**config.mk**
```make
export PLATFORM = sky130hd
export DESIGN_NAME = pipe_stage_reg
export DESIGN_NICKNAME = d
export VERILOG_FILES = /design/src/rtl/pipe_stage_reg_pkg.sv /design/src/rtl/pipe_stage_reg_sat_counter.sv /design/src/rtl/pipe_stage_reg.sv
export SDC_FILE = /design/constraint.sdc
export NUM_CORES = 1
export LEC_CHECK = 0
export ABC_AREA = 1
export CORE_ASPECT_RATIO = 0.75
export CORE_MARGIN = 3
export CORE_UTILIZATION = 45
export CTS_BUF_LIST = sky130_fd_sc_hd__clkbuf_8
export DETAILED_ROUTE_END_ITERATION = 10
export PLACE_DENSITY = 0.82
export REMOVE_ABC_BUFFERS = 1
export SLEW_MARGIN = 20
export SYNTH_ARGS = -nofsm -noshare
export SYNTH_HDL_FRONTEND = slang
export SYNTH_SLANG_ARGS = --single-unit
```
**constraint.sdc**
```tcl
create_clock -name clk -period 14.4 [get_ports clk]
set_clock_uncertainty 0.1 [all_clocks]
set_input_delay 2.88 -clock clk [delete_from_list [all_inputs] [get_ports clk]]
set_output_delay 2.88 -clock clk [all_outputs]
set_load 0.02 [all_outputs]
```
**src/rtl/pipe_stage_reg_pkg.sv**
```systemverilog
// Shared pipeline defines: stall encoding, NOP field values and the stage-action
// enum used by pipeline registers and by the stall controller's assertions.
package pipe_stage_reg_pkg;

    // Stall vector encoding driven by the stall controller.
    localparam logic Stop   = 1'b1;
    localparam logic NoStop = 1'b0;

    // NOP field values loaded on bubble, flush and reset.
    localparam logic [7:0]  EXE_NOP_OP   = 8'b0000_0000;
    localparam logic [2:0]  EXE_RES_NOP  = 3'b000;
    localparam logic [4:0]  NOPRegAddr   = 5'b00000;
    localparam logic [31:0] ZeroWord     = 32'h0000_0000;
    localparam logic        WriteDisable = 1'b0;
    localparam logic        WriteEnable  = 1'b1;

    localparam int STALL_W = 6;

    typedef enum logic [1:0] {
        ACT_LOAD   = 2'd0,
        ACT_HOLD   = 2'd1,
        ACT_BUBBLE = 2'd2,
        ACT_FLUSH  = 2'd3
    } stage_act_e;

    // Priority: flush, then bubble, then hold; the illegal NoStop/Stop pattern loads.
    function automatic stage_act_e decode_action(
        input logic flush,
        input logic s_here,
        input logic s_next
    );
        if (flush)
            return ACT_FLUSH;
        if (s_here == Stop && s_next == NoStop)
            return ACT_BUBBLE;
        if (s_here == Stop && s_next == Stop)
            return ACT_HOLD;
        return ACT_LOAD;
    endfunction

    function automatic logic act_is_bubble(input stage_act_e act);
        return act == ACT_BUBBLE;
    endfunction

    function automatic logic act_is_hold(input stage_act_e act);
        return act == ACT_HOLD;
    endfunction

    function automatic logic act_is_flush(input stage_act_e act);
        return act == ACT_FLUSH;
    endfunction

endpackage

```
**src/rtl/pipe_stage_reg_sat_counter.sv**
```systemverilog
// Saturating up-counter with synchronous clear; used for pipeline profiling events.
module sat_counter #(
    parameter int W = 16
) (
    input  logic         clk,
    input  logic         rst,
    input  logic         clr,
    input  logic         inc,
    output logic [W-1:0] q
);

    logic at_max;

    assign at_max = &q;

    // NOTE: state is updated with non-blocking assignments so every flop samples
    // pre-edge values regardless of block evaluation order.
    always_ff @(posedge clk or posedge rst) begin
        if (rst)
            q <= '0;
        else if (clr)
            q <= '0;
        else if (inc && !at_max)
            q <= q + W'(1);
    end

endmodule

```
**src/rtl/pipe_stage_reg.sv**
```systemverilog
// Parametrised inter-stage pipeline register with valid bit, flush, full NOP
// clearing on bubble, and saturating bubble/hold/flush event counters.
module pipe_stage_reg
    import pipe_stage_reg_pkg::*;
#(
    parameter int STAGE  = 1,
    parameter int AOP_W  = 8,
    parameter int ASEL_W = 3,
    parameter int DATA_W = 32,
    parameter int RA_W   = 5,
    parameter int CNT_W  = 16
) (
    input  logic                clk,
    input  logic                rst,
    input  logic [STALL_W-1:0]  stall,
    input  logic                flush,
    input  logic                cnt_clr,
    input  logic                in_valid,
    input  logic [AOP_W-1:0]    in_aluop,
    input  logic [ASEL_W-1:0]   in_alusel,
    input  logic [DATA_W-1:0]   in_reg1,
    input  logic [DATA_W-1:0]   in_reg2,
    input  logic [RA_W-1:0]     in_wd,
    input  logic                in_wreg,
    input  logic [DATA_W-1:0]   in_inst,
    output logic                out_valid,
    output logic [AOP_W-1:0]    out_aluop,
    output logic [ASEL_W-1:0]   out_alusel,
    output logic [DATA_W-1:0]   out_reg1,
    output logic [DATA_W-1:0]   out_reg2,
    output logic [RA_W-1:0]     out_wd,
    output logic                out_wreg,
    output logic [DATA_W-1:0]   out_inst,
    output logic [CNT_W-1:0]    cnt_bubble,
    output logic [CNT_W-1:0]    cnt_hold,
    output logic [CNT_W-1:0]    cnt_flush
);

    logic       s_here;
    logic       s_next;
    logic       stall_unused;
    stage_act_e act;
    logic       inc_bubble;
    logic       inc_hold;
    logic       inc_flush;

    assign s_here       = stall[STAGE];
    assign s_next       = stall[STAGE+1];
    // Only two bits of the stall vector matter at any one boundary.
    assign stall_unused = ^stall;

    assign act = decode_action(flush, s_here, s_next);

    always_ff @(posedge clk or posedge rst) begin
        if (rst) begin
            out_valid  <= 1'b0;
            out_aluop  <= AOP_W'(EXE_NOP_OP);
            out_alusel <= ASEL_W'(EXE_RES_NOP);
            out_reg1   <= DATA_W'(ZeroWord);
            out_reg2   <= DATA_W'(ZeroWord);
            out_wd     <= RA_W'(NOPRegAddr);
            out_wreg   <= WriteDisable;
            out_inst   <= DATA_W'(ZeroWord);
        end else begin
            case (act)
                ACT_FLUSH, ACT_BUBBLE: begin
                    out_valid  <= 1'b0;
                    out_aluop  <= AOP_W'(EXE_NOP_OP);
                    out_alusel <= ASEL_W'(EXE_RES_NOP);
                    out_reg1   <= DATA_W'(ZeroWord);
                    out_reg2   <= DATA_W'(ZeroWord);
                    out_wd     <= RA_W'(NOPRegAddr);
                    out_wreg   <= WriteDisable;
                    out_inst   <= DATA_W'(ZeroWord);
                end
                ACT_HOLD: begin
                    out_valid <= out_valid;
                end
                default: begin
                    out_valid  <= in_valid;
                    out_aluop  <= in_aluop;
                    out_alusel <= in_alusel;
                    out_reg1   <= in_reg1;
                    out_reg2   <= in_reg2;
                    out_wd     <= in_wd;
                    // An invalid slot must never write the register file.
                    out_wreg   <= in_wreg & in_valid;
                    out_inst   <= in_inst;
                end
            endcase
        end
    end

    assign inc_bubble = act_is_bubble(act);
    assign inc_hold   = act_is_hold(act);
    // Only squashes of a real instruction are interesting for profiling.
    assign inc_flush  = act_is_flush(act) && out_valid;

    sat_counter #(.W(CNT_W)) u_cnt_bubble (
        .clk (clk),
        .rst (rst),
        .clr (cnt_clr),
        .inc (inc_bubble),
        .q   (cnt_bubble)
    );

    sat_counter #(.W(CNT_W)) u_cnt_hold (
        .clk (clk),
        .rst (rst),
        .clr (cnt_clr),
        .inc (inc_hold),
        .q   (cnt_hold)
    );

    sat_counter #(.W(CNT_W)) u_cnt_flush (
        .clk (clk),
        .rst (rst),
        .clr (cnt_clr),
        .inc (inc_flush),
        .q   (cnt_flush)
    );

endmodule

```
## Word level (Yosys, flattened, before mapping)

Cells that the tools add are included.

| word-level totals | value |
|---|---|
| register bits | 162 |
| output and inout port bits | 162 |
| logic and storage cells | 61 |
| input bits | 124 |

| cells by class | value |
|---|---|
| add/sub/neg operators | 3 |
| bitwise logic cells | 2 |
| reductions and logical operators | 16 |
| mux-type cells | 26 |
| equality and inequality tests | 3 |

Operators by type and width:

| cell | number |
|---|---|
| one-hot mux 32 bit (2 select lines) | 3 |
| two-way mux 16 bit | 6 |
| adder 16 x 1 -> 16 bit (second input constant) | 3 |
| AND reduction 16 bit | 3 |
| one-hot mux 8 bit (2 select lines) | 1 |
| two-way mux 2 bit | 6 |
| one-hot mux 5 bit (2 select lines) | 1 |
| logical AND 1 bit | 6 |
| two-way mux 1 bit | 6 |
| one-hot mux 3 bit (2 select lines) | 1 |
| nonzero test 2 bit | 3 |
| == test 2 bit (second input constant) | 2 |
| one-hot mux 1 bit (2 select lines) | 2 |
| logical NOT 1 bit | 3 |
| == test 2 x 1 -> 1 bit (second input constant) | 1 |
| OR reduction 2 bit | 1 |
| AND 1 bit | 1 |
| NOT 1 bit | 1 |

## Logic depth before layout (Yosys ltp)

| logic depth | value |
|---|---|
| word-level depth | 14 |
| depth in mapped cells | 10 |
| depth with buffers taken out | 10 |

## Hierarchy

A second synthesis with hierarchy kept.

| second synthesis, totals | value |
|---|---|
| cell total of the unflattened synthesis | 985 |
| area total of the unflattened synthesis | 7987.7 µm² |

Modules (own cells, without submodules):

| module | seq. area each (µm²) | area each (µm²) | cells each | instances |
|---|---|---|---|---|
| pipe_stage_reg | 2852.7 | 4729.5 | 514 | 1 |
| sat_counter | 400.4 | 1086.0 | 157 | 3 |

## Worst setup path after synthesis

OpenSTA, ideal clock, no wires.

| timing path | value |
|---|---|
| path kind | input -> register |
| start point | in stall[2] |
| end point | reg u_cnt_bubble.q[7] |
| setup time | 0.118 ns |
| stages | 7 |
| data required time | 14.182 ns |
| data arrival time | 3.759 ns |
| path slack | 10.422 ns |
| path buffers | 1 |
| path through | nor3_2 > inv_1 > nor2_2 > nor2_4 > buf_4 > nand2_1 > nand2_1 |

| between the ends | value |
|---|---|
| cells in the longest elaborated chain, start to end | 10 |
| elaborated cells between the ends (all ways) | 16 |
| classes of those cells | eq/ne (1); mux (10); bitwise (1); reduce/logical (4) |

Ends and longest elaborated chain:

| item | RTL line | source |
|---|---|---|
| start: declaration | pipe_stage_reg.sv:15 | `input logic [STALL_W-1:0] stall,` |
| logical AND 1 bit / NOT 1 bit (equally long branches) | pipe_stage_reg_pkg.sv:36, pipe_stage_reg_pkg.sv:34 |  |
| two-way mux 1 bit / logical AND 1 bit (equally long branches) | pipe_stage_reg_pkg.sv:36, pipe_stage_reg_pkg.sv:34 |  |
| two-way mux 1 bit / two-way mux 2 bit (equally long branches) | pipe_stage_reg_pkg.sv:36, pipe_stage_reg_pkg.sv:34 |  |
| two-way mux 1 bit / two-way mux 2 bit (equally long branches) | pipe_stage_reg_pkg.sv:34, pipe_stage_reg_pkg.sv:36 |  |
| two-way mux 2 bit | pipe_stage_reg_pkg.sv:38 | `return ACT_LOAD;` |
| two-way mux 2 bit * | pipe_stage_reg_pkg.sv:36 | `if (s_here == Stop && s_next == Stop)` |
| two-way mux 2 bit * | pipe_stage_reg_pkg.sv:34 | `if (s_here == Stop && s_next == NoStop)` |
| == test 2 bit * | pipe_stage_reg_pkg.sv:42 | `return act == ACT_BUBBLE;` |
| logical AND 1 bit * | pipe_stage_reg_sat_counter.sv:23 | `else if (inc && !at_max)` |
| nonzero test 2 bit (no source line) * | n/a |  |
| end signal: assignment | pipe_stage_reg_sat_counter.sv:24 | `q <= q + W'(1);` |
| end: declaration | pipe_stage_reg_sat_counter.sv:9 | `output logic [W-1:0] q` |

Mark *: on every way between the ends. The rest lies on a longest branch, timed or not. The select of a mux whose other input is x is not followed.
A chain may end at the register's enable or synchronous reset.

## Worst setup path in the final report

| timing path | value |
|---|---|
| start point | in cnt_clr |
| end point | reg u_cnt_hold.q[9] |

| between the ends | value |
|---|---|
| cells in the longest elaborated chain, start to end | 1 |
| elaborated cells between the ends (all ways) | 2 |
| classes of those cells | mux (1); reduce/logical (1) |

Ends and longest elaborated chain:

| item | RTL line | source |
|---|---|---|
| start: declaration | pipe_stage_reg.sv:17 | `input logic cnt_clr,` |
| two-way mux 16 bit / nonzero test 2 bit (equally long branches) | n/a |  |
| end signal: assignment | pipe_stage_reg_sat_counter.sv:24 |  |
| end: declaration | pipe_stage_reg_sat_counter.sv:9 |  |

Several ways; a longest one is shown, not always the timed one.

==> metrics.yaml <==
start_util_pct: 46.37
dr.pass1.iters: 5
via_per_inst: 5.219
start_kind: "primary input"
worstPathMaxFanout: 26
drt_wl_total_mm: 20.80
setup_violations: 0
synthCells: 717
synthArstFlopShare_pct: 100.0
period_minus_slack_ns: 5.097
ioPinCount: 286
clkSinkCount: 162
ctsResizeCount: 0
first_global_vias: 6045
vdd_drop_max_mv: 0.05530
arrival_ns: 5.35
gp_congestion: 0.8776
worst-slew-pin-transition_ns: 0.9447
wl_per_cell_um: 17.22
clkTransAtPathRegs_ns: 0.09
drt_iter0_drc: 355
grt_usage_pct: 23.87
clk_latency_ns: 0.46
synth.cell_area_um2: 7106
nNetsFinal: 1117
post_cts_buffers: 0
setup_tns_ns: 0
ant_nets: 0
area_growth_pct: 46.84
post-route-drc-count: 0
cap_violations: 0
clockBufferDepth: 2
cts_tree: "yes"
syn_area_per_cell_um2: 9.910
fmax_mhz: 196.2
dieArea_um2: 17350
overflow: 0
io_buffers: 281
cts_inserted_buffers: 17
path_class: "in2reg"
p_total_w: 0.0009208
ys_ff_latch: 162
die_y_um: 114.8
final_hold_viol_count: 0
grt_max_degree: 113
worst_setup_path_end_kind: "flop"
synth_cell_type_count: 28
postCtsHoldBufs: 0
num_antenna_cells: 0
seq_area_frac_synth_pct: 57.05
dpl.hpwl_mm: 14.82
cts_root_buffer: "clkbuf_8"
drive_above_1_share_pct: 5.484
synth-edff-count: 0
h-tree-depth: 4
cp.required_ns: 14.65
outcome: "finished, final reports clean"
die_w_um: 151.1
power_density_nw_per_um2: 88.25
rows: 39
antenna_found_initial: 0
rsz0062_at_grt: "no"
vias: 6305
core_um2: 15320
post-route-period-util_pct: 35.39
p_leak_nw: 4.740
yosys_warnings: 0
synth-main-ff-cell: "dfrtp_1"
hold_path.class: "reg2reg"
finalMaxSlewViolations: 0
slew_headroom_pct: 36.87
grt_pass1_wl_mm: 32.16
metal layers:
layer / track usage, % / vias to the layer above / part of all wire (%)
li1: - / 2976 / -
met1: 32.18 / 3093 / 42
met2: 37.04 / 215 / 48
met3: 9.102 / 21 / 9.1
met4: 5.495 / 0 / 1.0
met5: 0 / - / 0
report_power, final:
| group | switching, W | internal, W | total [W] |
|---|---|---|---|
| Combinational | 0.0000628 | 0.0000685 | 0.000131 |
| Sequential | 0.0000101 | 0.000470 | 0.000480 |
| Clock | 0.000185 | 0.000124 | 0.000309 |
| Total | 0.000258 | 0.000663 | 0.000921 |
worst max-delay path, stage by stage:
cell and delay, ns:
clkdlybuf4s50_1 0.91, clkinv_1 0.87, nand3_1 0.38, inv_2 0.15, nand2_1 0.09, nand2_1 0.05
synthesized netlist by cell type, types with 2 or more instances:
cell type,n,share of area [%]
o21ai_0,3,0.21
buf_4,2,0.21
nor2_8,2,0.56
nand4_1,15,1.3
inv_1,43,2.3
xnor2_1,7,0.86
o21ai_1,5,0.35
dfrtp_1,162,57
nor3_2,2,0.28
clkbuf_1,13,0.69
ha_1,3,0.53
a22o_1,113,14
buf_2,14,0.99
o21bai_1,8,0.85
xor2_1,13,1.6
inv_2,2,0.11
nand3b_1,2,0.21
nor2_4,5,0.79
nand2_1,207,11
nand3_1,35,2.5
clkinv_1,2,0.11
nor2_1,48,2.5
nor2_2,6,0.53
state kept, by name (all words and copies together) (netlist names):
| name | flops |
|---|---|
| out_valid | 1 |
| u_cnt_flush.q | 16 |
| out_reg2 | 32 |
| out_wd | 5 |
| out_inst | 32 |
| out_reg1 | 32 |
| u_cnt_bubble.q | 16 |
| u_cnt_hold.q | 16 |
| out_alusel | 3 |
| out_wreg | 1 |
| out_aluop | 8 |
cell usage in the layout (no fill, tap or decap), types with 4 or more instances in the layout:
master / instances
clkdlybuf4s50_1: 281
nand2_1: 207
dfrtp_1: 162
a22o_1: 113
nor2_1: 47
inv_1: 43
nand3_1: 35
clkbuf_8: 17
nand4_1: 15
xor2_1: 13
o21bai_1: 8
xnor2_1: 7
nor2_4: 6
nor2_2: 6
inv_6: 6
o21ai_1: 5
clkinvlp_4: 4
per-stage QoR:
step | area, um2 | utilization (%) | instances | setup WS (ns) | hold WS, ns
floorplan | 6960 | - | 687 | 7.043 | 0.5102
global placement | 10070 | 65.69 | 1176 | 8.799 | 0.3821
detailed placement | 10070 | 65.72 | 1176 | 8.774 | 0.3817
CTS | 10430 | 68.07 | 1208 | 9.284 | 0.4097
global route | 10430 | 68.10 | 1208 | 9.112 | 0.4179
finish | 10430 | 68.10 | 1208 | 9.303 | 0.4026
logic make-up after synthesis:
group,count (synthesis),synth area share (%)
fa+ha+maj,3,0.5283
flops,162,57.05
simple gates,325,19.95
compound gates,130,15.48
xor+xnor,20,2.465
buf+inv,77,4.525
area by class of cell:
class                           count  area [um2]
Fill cell                        1205        4888
Sequential cell                   162        4054
Timing Repair Buffer              284        2843
Multi-Input combinational cell    478        2738
Tap cell                          205       256.5
Clock buffer                       17       234.0
Inverter                           47       182.7
Clock inverter                     15       126.4
final timing paths:
check                                       start            endpoint  slack (ns)  cells after the start
min in group asynchronous                     rst         out_reg1[2]        2.80                      2
worst max register to register  u_cnt_bubble.q[1]  u_cnt_bubble.q[14]       12.50                      9
worst min register to register       out_inst[16]        out_inst[16]        0.40                      1
worst max-delay path                      cnt_clr     u_cnt_hold.q[9]        9.30                      6
max in group asynchronous                     rst        out_reg2[31]       10.16                      3
worst min-delay path                 out_inst[16]        out_inst[16]        0.40                      1
Note: power is estimated with default switching activity, not from simulation.
